`config.mk`:
```
export PLATFORM = sky130hd
export DESIGN_NAME = huff_line_collector_flat
export DESIGN_NICKNAME = d
export VERILOG_FILES = /design/src/rtl/mp3_huff_pkg.sv /design/src/rtl/huff_line_collector_if.sv /design/src/rtl/huff_region_sel.sv /design/src/rtl/huff_line_collector.sv /design/src/flat_wrapper.sv
export SDC_FILE = /design/constraint.sdc
export NUM_CORES = 1
export LEC_CHECK = 0
export CAP_MARGIN = 5
export CELL_PAD_IN_SITES_DETAIL_PLACEMENT = 0
export CELL_PAD_IN_SITES_GLOBAL_PLACEMENT = 1
export CORE_MARGIN = 4
export CORE_UTILIZATION = 31
export DETAILED_ROUTE_END_ITERATION = 10
export PLACE_DENSITY = 0.72
export SKIP_LAST_GASP = 1
export SYNTH_ARGS = -nofsm -noshare
export SYNTH_HDL_FRONTEND = slang
export SYNTH_HIERARCHICAL = 1
export SYNTH_SLANG_ARGS = --single-unit
```
`constraint.sdc`:
```
create_clock -name clk -period 2 [get_ports clk]
set_input_delay 0.5 -clock clk [delete_from_list [all_inputs] [get_ports clk]]
set_output_delay 0.5 -clock clk [all_outputs]
set_load 0.01 [all_outputs]
```
`src/rtl/mp3_huff_pkg.sv`:
```
// Shared types and constants for the MP3 Huffman main-data stages.
// Ports: none (package only).
// Holds the granule geometry, the collector state enum and the table-select type.
package mp3_huff_pkg;

  localparam int GRANULE_LINES  = 576;
  localparam int MAX_BIG_VALUES = 288;

  typedef enum logic [1:0] {
    IDLE,
    BIG,
    FILL
  } coll_state_t;

  typedef logic [4:0] huff_tbl_t;

endpackage

```
`src/rtl/huff_line_collector_if.sv`:
```
// Bundle of granule setup, decoded-pair input and line-indexed output signals.
// Ports: none; slave modport is the collector side, master modport is the driver side.
// Scalar clock and reset are kept outside the bundle.
interface huff_line_collector_if
  import mp3_huff_pkg::*;
#(
  parameter int VAL_W = 16
);

  logic                    start;
  logic [8:0]              big_values;
  logic [9:0]              region1_start;
  logic [9:0]              region2_start;
  huff_tbl_t               table_select0;
  huff_tbl_t               table_select1;
  huff_tbl_t               table_select2;
  logic                    axiiv;
  logic signed [VAL_W-1:0] x_val;
  logic signed [VAL_W-1:0] y_val;

  logic                    huff_en;
  huff_tbl_t               table_sel;
  logic                    axiov;
  logic [9:0]              line_idx;
  logic signed [VAL_W-1:0] x_out;
  logic signed [VAL_W-1:0] y_out;
  logic                    granule_done;
  logic                    err;

  modport slave (
    input  start, big_values, region1_start, region2_start,
           table_select0, table_select1, table_select2, axiiv, x_val, y_val,
    output huff_en, table_sel, axiov, line_idx, x_out, y_out, granule_done, err
  );

  modport master (
    output start, big_values, region1_start, region2_start,
           table_select0, table_select1, table_select2, axiiv, x_val, y_val,
    input  huff_en, table_sel, axiov, line_idx, x_out, y_out, granule_done, err
  );

endinterface

```
`src/rtl/huff_region_sel.sv`:
```
// Maps a frequency line to the Huffman table of the region it falls in.
// Ports: line_num, region starts and three candidate tables in; selected table out.
// Purely combinational; an inverted region2/region1 pair leaves region 1 empty.
module huff_region_sel
  import mp3_huff_pkg::*;
(
  input  logic [9:0] line_num,
  input  logic [9:0] region1_start,
  input  logic [9:0] region2_start,
  input  huff_tbl_t  tbl0,
  input  huff_tbl_t  tbl1,
  input  huff_tbl_t  tbl2,
  output huff_tbl_t  tbl
);

  always_comb begin
    if (line_num < region1_start) begin
      tbl = tbl0;
    end else if (line_num < region2_start) begin
      tbl = tbl1;
    end else begin
      tbl = tbl2;
    end
  end

endmodule

```
`src/rtl/huff_line_collector.sv`:
```
// Collects decoded big_values pairs of a granule and emits all lines, zero-filling the tail.
// Ports: clk, rst_n (sync, active-low), bus (slave): start/params, pair input, beat output, err.
// One-cycle registered output latency, one pair per cycle, no backpressure.
module huff_line_collector
  import mp3_huff_pkg::*;
#(
  parameter int LINES = GRANULE_LINES,
  parameter int VAL_W = 16
) (
  input  logic                 clk,
  input  logic                 rst_n,
  huff_line_collector_if.slave bus
);

  localparam logic [9:0] LAST_IDX = 10'(LINES - 2);
  localparam logic [9:0] LINES_W  = 10'(LINES);

  coll_state_t             state_q, state_d;
  logic [8:0]              pair_cnt_q, pair_cnt_d;
  logic [8:0]              bv_q;
  logic [9:0]              r1_q, r2_q;
  huff_tbl_t               ts0_q, ts1_q, ts2_q;
  logic                    err_q, err_d;
  logic                    vld_q, vld_d;
  logic                    done_q, done_d;
  logic [9:0]              idx_q, idx_d;
  logic signed [VAL_W-1:0] x_q, x_d, y_q, y_d;

  logic                    latch;
  logic                    clamp;
  logic [8:0]              bv_clamped;
  logic [9:0]              line_cur;
  huff_tbl_t               region_tbl;

  // The pair counter keeps counting through FILL, so one line computation serves both states.
  assign line_cur = {pair_cnt_q, 1'b0};

  huff_region_sel u_region_sel (
    .line_num      (line_cur),
    .region1_start (r1_q),
    .region2_start (r2_q),
    .tbl0          (ts0_q),
    .tbl1          (ts1_q),
    .tbl2          (ts2_q),
    .tbl           (region_tbl)
  );

  always_comb begin
    state_d    = state_q;
    pair_cnt_d = pair_cnt_q;
    err_d      = err_q;
    vld_d      = 1'b0;
    done_d     = 1'b0;
    idx_d      = idx_q;
    x_d        = x_q;
    y_d        = y_q;
    latch      = 1'b0;
    clamp      = (bus.big_values > 9'(MAX_BIG_VALUES));
    bv_clamped = clamp ? 9'(MAX_BIG_VALUES) : bus.big_values;

    case (state_q)
      IDLE: begin
        if (bus.start) begin
          latch      = 1'b1;
          pair_cnt_d = '0;
          err_d      = clamp;
          state_d    = (bv_clamped != '0) ? BIG : FILL;
        end
        if (bus.axiiv) begin
          err_d = 1'b1;
        end
      end
      BIG: begin
        if (bus.axiiv) begin
          vld_d      = 1'b1;
          idx_d      = line_cur;
          x_d        = bus.x_val;
          y_d        = bus.y_val;
          done_d     = (line_cur == LAST_IDX);
          pair_cnt_d = pair_cnt_q + 9'd1;
          if (pair_cnt_q == bv_q - 9'd1) begin
            // A full-size region has no tail to fill.
            state_d = ({bv_q, 1'b0} == LINES_W) ? IDLE : FILL;
          end
        end
      end
      FILL: begin
        vld_d      = 1'b1;
        idx_d      = line_cur;
        x_d        = '0;
        y_d        = '0;
        pair_cnt_d = pair_cnt_q + 9'd1;
        if (line_cur == LAST_IDX) begin
          done_d  = 1'b1;
          state_d = IDLE;
        end
        if (bus.axiiv) begin
          err_d = 1'b1;
        end
      end
      default: begin
        state_d = IDLE;
      end
    endcase
  end

  always_ff @(posedge clk) begin
    if (!rst_n) begin
      state_q    <= IDLE;
      pair_cnt_q <= '0;
      bv_q       <= '0;
      r1_q       <= '0;
      r2_q       <= '0;
      ts0_q      <= '0;
      ts1_q      <= '0;
      ts2_q      <= '0;
      err_q      <= 1'b0;
      vld_q      <= 1'b0;
      done_q     <= 1'b0;
      idx_q      <= '0;
      x_q        <= '0;
      y_q        <= '0;
    end else begin
      state_q    <= state_d;
      pair_cnt_q <= pair_cnt_d;
      err_q      <= err_d;
      vld_q      <= vld_d;
      done_q     <= done_d;
      idx_q      <= idx_d;
      x_q        <= x_d;
      y_q        <= y_d;
      if (latch) begin
        bv_q  <= bv_clamped;
        r1_q  <= bus.region1_start;
        r2_q  <= bus.region2_start;
        ts0_q <= bus.table_select0;
        ts1_q <= bus.table_select1;
        ts2_q <= bus.table_select2;
      end
    end
  end

  assign bus.huff_en      = (state_q == BIG);
  assign bus.table_sel    = (state_q == BIG) ? region_tbl : ts0_q;
  assign bus.axiov        = vld_q;
  assign bus.line_idx     = idx_q;
  assign bus.x_out        = x_q;
  assign bus.y_out        = y_q;
  assign bus.granule_done = done_q;
  assign bus.err          = err_q;

endmodule

```
`src/flat_wrapper.sv`:
```
// flat-port wrapper written by rule: the top's interface ports become plain ports
module huff_line_collector_flat import mp3_huff_pkg::*;
#(
  parameter int LINES = GRANULE_LINES,
  parameter int VAL_W = 16
)
  (clk, rst_n, bus_start, bus_big_values, bus_region1_start, bus_region2_start, bus_table_select0, bus_table_select1, bus_table_select2, bus_axiiv, bus_x_val, bus_y_val, bus_huff_en, bus_table_sel, bus_axiov, bus_line_idx, bus_x_out, bus_y_out, bus_granule_done, bus_err);
  huff_line_collector_if #(.VAL_W(VAL_W)) bus_i ();
  input  logic clk;
  input  logic rst_n;
  input wire logic [$bits(bus_i.start)-1:0] bus_start;
  input wire logic [$bits(bus_i.big_values)-1:0] bus_big_values;
  input wire logic [$bits(bus_i.region1_start)-1:0] bus_region1_start;
  input wire logic [$bits(bus_i.region2_start)-1:0] bus_region2_start;
  input wire logic [$bits(bus_i.table_select0)-1:0] bus_table_select0;
  input wire logic [$bits(bus_i.table_select1)-1:0] bus_table_select1;
  input wire logic [$bits(bus_i.table_select2)-1:0] bus_table_select2;
  input wire logic [$bits(bus_i.axiiv)-1:0] bus_axiiv;
  input wire logic [$bits(bus_i.x_val)-1:0] bus_x_val;
  input wire logic [$bits(bus_i.y_val)-1:0] bus_y_val;
  output wire logic [$bits(bus_i.huff_en)-1:0] bus_huff_en;
  output wire logic [$bits(bus_i.table_sel)-1:0] bus_table_sel;
  output wire logic [$bits(bus_i.axiov)-1:0] bus_axiov;
  output wire logic [$bits(bus_i.line_idx)-1:0] bus_line_idx;
  output wire logic [$bits(bus_i.x_out)-1:0] bus_x_out;
  output wire logic [$bits(bus_i.y_out)-1:0] bus_y_out;
  output wire logic [$bits(bus_i.granule_done)-1:0] bus_granule_done;
  output wire logic [$bits(bus_i.err)-1:0] bus_err;
  assign bus_i.start = bus_start;
  assign bus_i.big_values = bus_big_values;
  assign bus_i.region1_start = bus_region1_start;
  assign bus_i.region2_start = bus_region2_start;
  assign bus_i.table_select0 = bus_table_select0;
  assign bus_i.table_select1 = bus_table_select1;
  assign bus_i.table_select2 = bus_table_select2;
  assign bus_i.axiiv = bus_axiiv;
  assign bus_i.x_val = bus_x_val;
  assign bus_i.y_val = bus_y_val;
  assign bus_huff_en = bus_i.huff_en;
  assign bus_table_sel = bus_i.table_sel;
  assign bus_axiov = bus_i.axiov;
  assign bus_line_idx = bus_i.line_idx;
  assign bus_x_out = bus_i.x_out;
  assign bus_y_out = bus_i.y_out;
  assign bus_granule_done = bus_i.granule_done;
  assign bus_err = bus_i.err;
  huff_line_collector #(.LINES(LINES), .VAL_W(VAL_W)) u_core (.clk(clk), .rst_n(rst_n), .bus(bus_i));
endmodule
```
# Yosys cells after proc, flatten, opt, wreduce, memory -nomap -nowiden
# Index checks and enable logic that the tools add are counted.
# W data, S select, Z words.
# classes
addsub	2
n_reduce_logical	9
n_mux	31
eq_ne	11
magnitude_cmp	3
# op_table
cell	n
$pmux W16 S2	2
$mux W16	2
$mux W9	3
$pmux W9 S3	1
$lt A10 B10 Y1	2
$pmux W10 S2	1
$eq A9 B9 Y1 const B	2
$mux W5	3
$mux W2	6
$mux W10	1
$add A9 B1 Y9 const B	1
$eq A9 B9 Y1	1
$gt A9 B9 Y1 const B	1
$reduce_bool A9 Y1	1
$sub A9 B1 Y9 const B	1
$mux W1	8
$ne A2 B2 Y1 const B	3
$pmux W1 S2	3
$pmux W2 S3	1
$reduce_and A3 Y1	2
$ne A2 B1 Y1 const B	2
$reduce_and A4 Y1	1
$reduce_bool A2 Y1	2
$ne A3 B3 Y1 const B	1
other kinds (5)	5
# totals
in_bits	80
register_bits	100
out_inout_bits	51
wordCells	70

# Longest topological paths before layout
# depth
ltp_word	6
mapped_depth	8
depth_no_buf	8

# Cells and area by module
# The synthesis kept the hierarchy.
# modules_own_cells
mod	seq_area_each_um2	instances	cells_each	area_each_um2
huff_line_collector	1981.9	1	476	3988.8
huff_region_sel	0.0	1	85	606.8

# Worst setup path after synthesis
# OpenSTA, ideal clock, no wires.
# synth_path
path_type	register to output
startpoint	register u_core.r1_q[7]
endpoint	output port bus_table_sel[3]
setup_slack_ns	-0.236
n_path_buf	0
t_arrival_ns	1.736
required_time_ns	1.500
path_stages_with_launch	9
path_cell_list	dfxtp_1 -> inv_1 -> ha_1 -> a21o_1 -> a21o_1 -> a21o_1 -> a211oi_1 -> a31oi_1 -> mux2_1
# synth_via
elab_chain_len	3
# synth_rtl
item	line	source
from (decl)	huff_line_collector.sv:21	logic [9:0] r1_q, r2_q;
from (signal assigned)	huff_line_collector.sv:134	r1_q <= bus.region1_start;
$lt A10 B10 Y1	huff_region_sel.sv:17	if (line_num < region1_start) begin
$mux W5	huff_region_sel.sv:17	
net u_core.region_tbl[3]	huff_line_collector.sv:33	huff_tbl_t region_tbl;
$mux W5	huff_line_collector.sv:144	assign bus.table_sel = (state_q == BIG) ? region_tbl : ts0_q;
to (decl)	flat_wrapper.sv:22	output wire logic [$bits(bus_i.table_sel)-1:0] bus_table_sel;
# The timed path passes the listed nets, and every way through them passes these cells.

# Worst setup path in the final report
# layout_path
startpoint	register u_core.r1_q[7]
endpoint	output port bus_table_sel[2]
# The elaborated chain is that of the path after synthesis.

==> results by group <==
Layout
  • Leading cell type in the layout, fill and taps excluded: clkdlybuf4s50_1
  • Final net count: 833
  • Non-Filler Instances: 918
  • ANT cells: 0
  • Layout cells sized above 1: 0.196
  • Synth-to-layout area growth: 55.2%
  • Leading cell types in the layout, fill and taps excluded: clkdlybuf4s50_1, nand2_1, dfxtp_1
  • Layout fillers: 1410

Clock network
  • CTS Sinks: 99
  • CTS buffer count: 9
  • Worst-Skew Late Latency: 0.34 ns
  • CTS clock-pin slew for the worst setup and hold paths: 0.07 ns
  • H-tree depth: 3
  • Clock buffer depth: 2
  • CTS tree: done
  • Hold buffer count at CTS: 0
  • Root Buffer: clkbuf_16

Critical path
  • Startpoint types: flip-flop
  • Critical path type: reg2out
  • CP Capture Type: output pin
  • R2R Setup Slk: -0.26 ns
  • CP required: 1.50 ns
  • Crit path max fanout: 6
  • Critical Path AT: 2.19 ns

Timing
  • Slew Limit Fails: 0
  • Fmax: 0.371 GHz
  • Hold Violations, Final: 0
  • Unrepaired setup endpoints after global routing: true
  • Fin crit period: 2.69 ns
  • Crit share post-route: 1.35
  • Hold_ws: 0.456 ns
  • Worst-Margin Slew: 0.519 ns
  • Sum Neg Setup Slack: -5.21 ns
  • Rel. slew slack: 0.654
  • Fin Clk Skew: 0.00613 ns
  • Final setup viols: 16
  • Final worst slack: -0.692 ns

Placed design
  • Placed cell count: 897
  • Post-DP HPWL: 10.2 mm
  • Post-Place Setup Slack: -0.802 ns
  • I/O Buffers: 129
  • Placer Congestion: 0.816

Synth
  • FFs w/ async S/R, synth: 0
  • Yosys reg bits: 99
  • Syn avg cell area: 8.19 µm²
  • Sequential-to-total area share from yosys stat: 0.431
  • Synth Instances: 561
  • Distinct cells, synth: 51
  • Syn. warnings: 6
  • Post-synth EDFFs: 0
  • Top_reg_cell synth: dfxtp_1
  • Post-Syn Area: 4600 µm²

Detailed routing
  • DRT Pass-1 Iters: 6
  • DRC: 0
  • Drt initial violations: 205
  • Via count: 4470
  • Post-DR vias/cell: 4.87
  • Routed wire length: 13.9 mm
  • Wirelength per Cell: 15.1 µm
  • Post-route ant nets: 0

Global routing
  • First-pass GRT wire length: 22.4 mm
  • Vias in the first global route: 4536
  • GRT Overall Usage: 0.166
  • Initial antenna violation count: 0
  • GRT overflow: 0
  • Largest net degree at the start of global routing: 50

Die
  • Die width: 130 µm
  • Die Y: 130 µm
  • Initial Utilization: 0.316
  • Core Region: 14500 µm²
  • FP Rows: 44
  • Io pins: 131
  • Die area: 16800 µm²

Run
  • Max_cap viols: 0

Status
  • Status: finished with violations
  • Failing checks: negative setup slack

Worst hold path
  • Hold Crit Class: reg2reg

Power
  • Peak supply drop: 0.493 mV
  • Cell Pwr Density: 1020 nW/µm²
  • LEAKAGE: 2.72 nW
## where the power goes
group	internal, mW	switching, mW
Sequential	2.24	0.179
Combinational	1.46	1.49
Clock	1.16	0.754
## cells by family (layout without fill, tap and decap cells)
logic type      Yosys count  after routing  synth area share
simple gates            208            208             0.201
compound gates          146            146             0.206
flops                    99             99             0.431
buf+inv                  61            232            0.0509
fa+ha+maj                24             24            0.0653
xor+xnor                 17             17            0.0324
mux                       5              5            0.0123
other cells               1              3          0.000816
## layer usage
layer | GRT usage | vias to the layer above | routed length [µm]
met5 | 0 | - | 0
met4 | 0.0544 | 0 | 177
met3 | 0.0606 | 12 | 1190
met2 | 0.264 | 122 | 6150
met1 | 0.212 | 2067 | 6360
li1 | - | 2269 | -
## state kept, by name, indices dropped and copies added, names as in the netlist
| register | flops |
|---|---|
| u_core/ts1_q | 5 |
| u_core/bus.x_out | 16 |
| u_core/bus.line_idx | 9 |
| u_core/pair_cnt_q | 9 |
| u_core/bus.err | 1 |
| u_core/bv_q | 9 |
| u_core/bus.axiov | 1 |
| u_core/r1_q | 10 |
| u_core/ts0_q | 5 |
| u_core/state_q | 2 |
| u_core/bus.granule_done | 1 |
| u_core/bus.y_out | 16 |
| u_core/ts2_q | 5 |
| u_core/r2_q | 10 |
## worst max-delay path, cell delays in order, from the launching register on
cell,delay (ns)
dfxtp_2,0.33
inv_2,0.05
ha_4,0.22
a21o_1,0.17
a21o_1,0.16
a21o_4,0.26
a211oi_2,0.20
a31oi_1,0.07
mux2_4,0.27
buf_6,0.12
## stage by stage
step | instance area (µm²) | total power [mW] | utilization
after floorplan | 4630 | 3.90 | -
after global placement | 6470 | 4.98 | 0.445
after detailed placement | 6470 | 5.03 | 0.445
after CTS | 7080 | 7.35 | 0.487
after global routing | 7130 | 7.75 | 0.491
final | 7130 | 7.29 | 0.491
## layout make-up
class / instances / area [µm²] / share of cell area
Multi-Input combinational cell: 403 / 2670 / 0.374
Sequential cell: 99 / 2000 / 0.281
Timing Repair Buffer: 186 / 1790 / 0.251
Clock buffer: 12 / 256 / 0.0360
Tap cell: 184 / 230 / 0.0323
Inverter: 30 / 113 / 0.0158
Clock inverter: 4 / 72.6 / 0.0102
## timing repair
action,CTS,global route
pin swaps,22,6
endpoints found under the setup margin,14,37
buffers inserted,3,2
resized for setup,86,5
## synth_stat cells (all sizes together), types with 6 or more instances
cell type  instances  area share
xor2              12       0.023
clkbuf            26       0.021
a21oi             60       0.065
nand4              6      0.0082
ha                24       0.065
o21ai             12       0.013
nand3             11       0.012
a21o               7       0.013
a211oi             9       0.016
nor2              55       0.045
a22oi             38       0.062
inv               30       0.025
a31oi              7      0.0095
nand2            104       0.085
dfxtp             99        0.43
## final timing paths
kind	startpoint	cells after the start	end
max reg2reg	u_core/bv_q[1]$_SDFFE_PN0P_	6	u_core/state_q[0]$_SDFFE_PN0P_
min reg2reg	u_core/r2_q[9]$_SDFFE_PN0P_	2	u_core/r2_q[9]$_SDFFE_PN0P_
max	u_core/r1_q[7]$_SDFFE_PN0P_	9	bus_table_sel[2]
min	u_core/r2_q[9]$_SDFFE_PN0P_	2	u_core/r2_q[9]$_SDFFE_PN0P_
No activity file was read; power rests on OpenSTA's default activity.
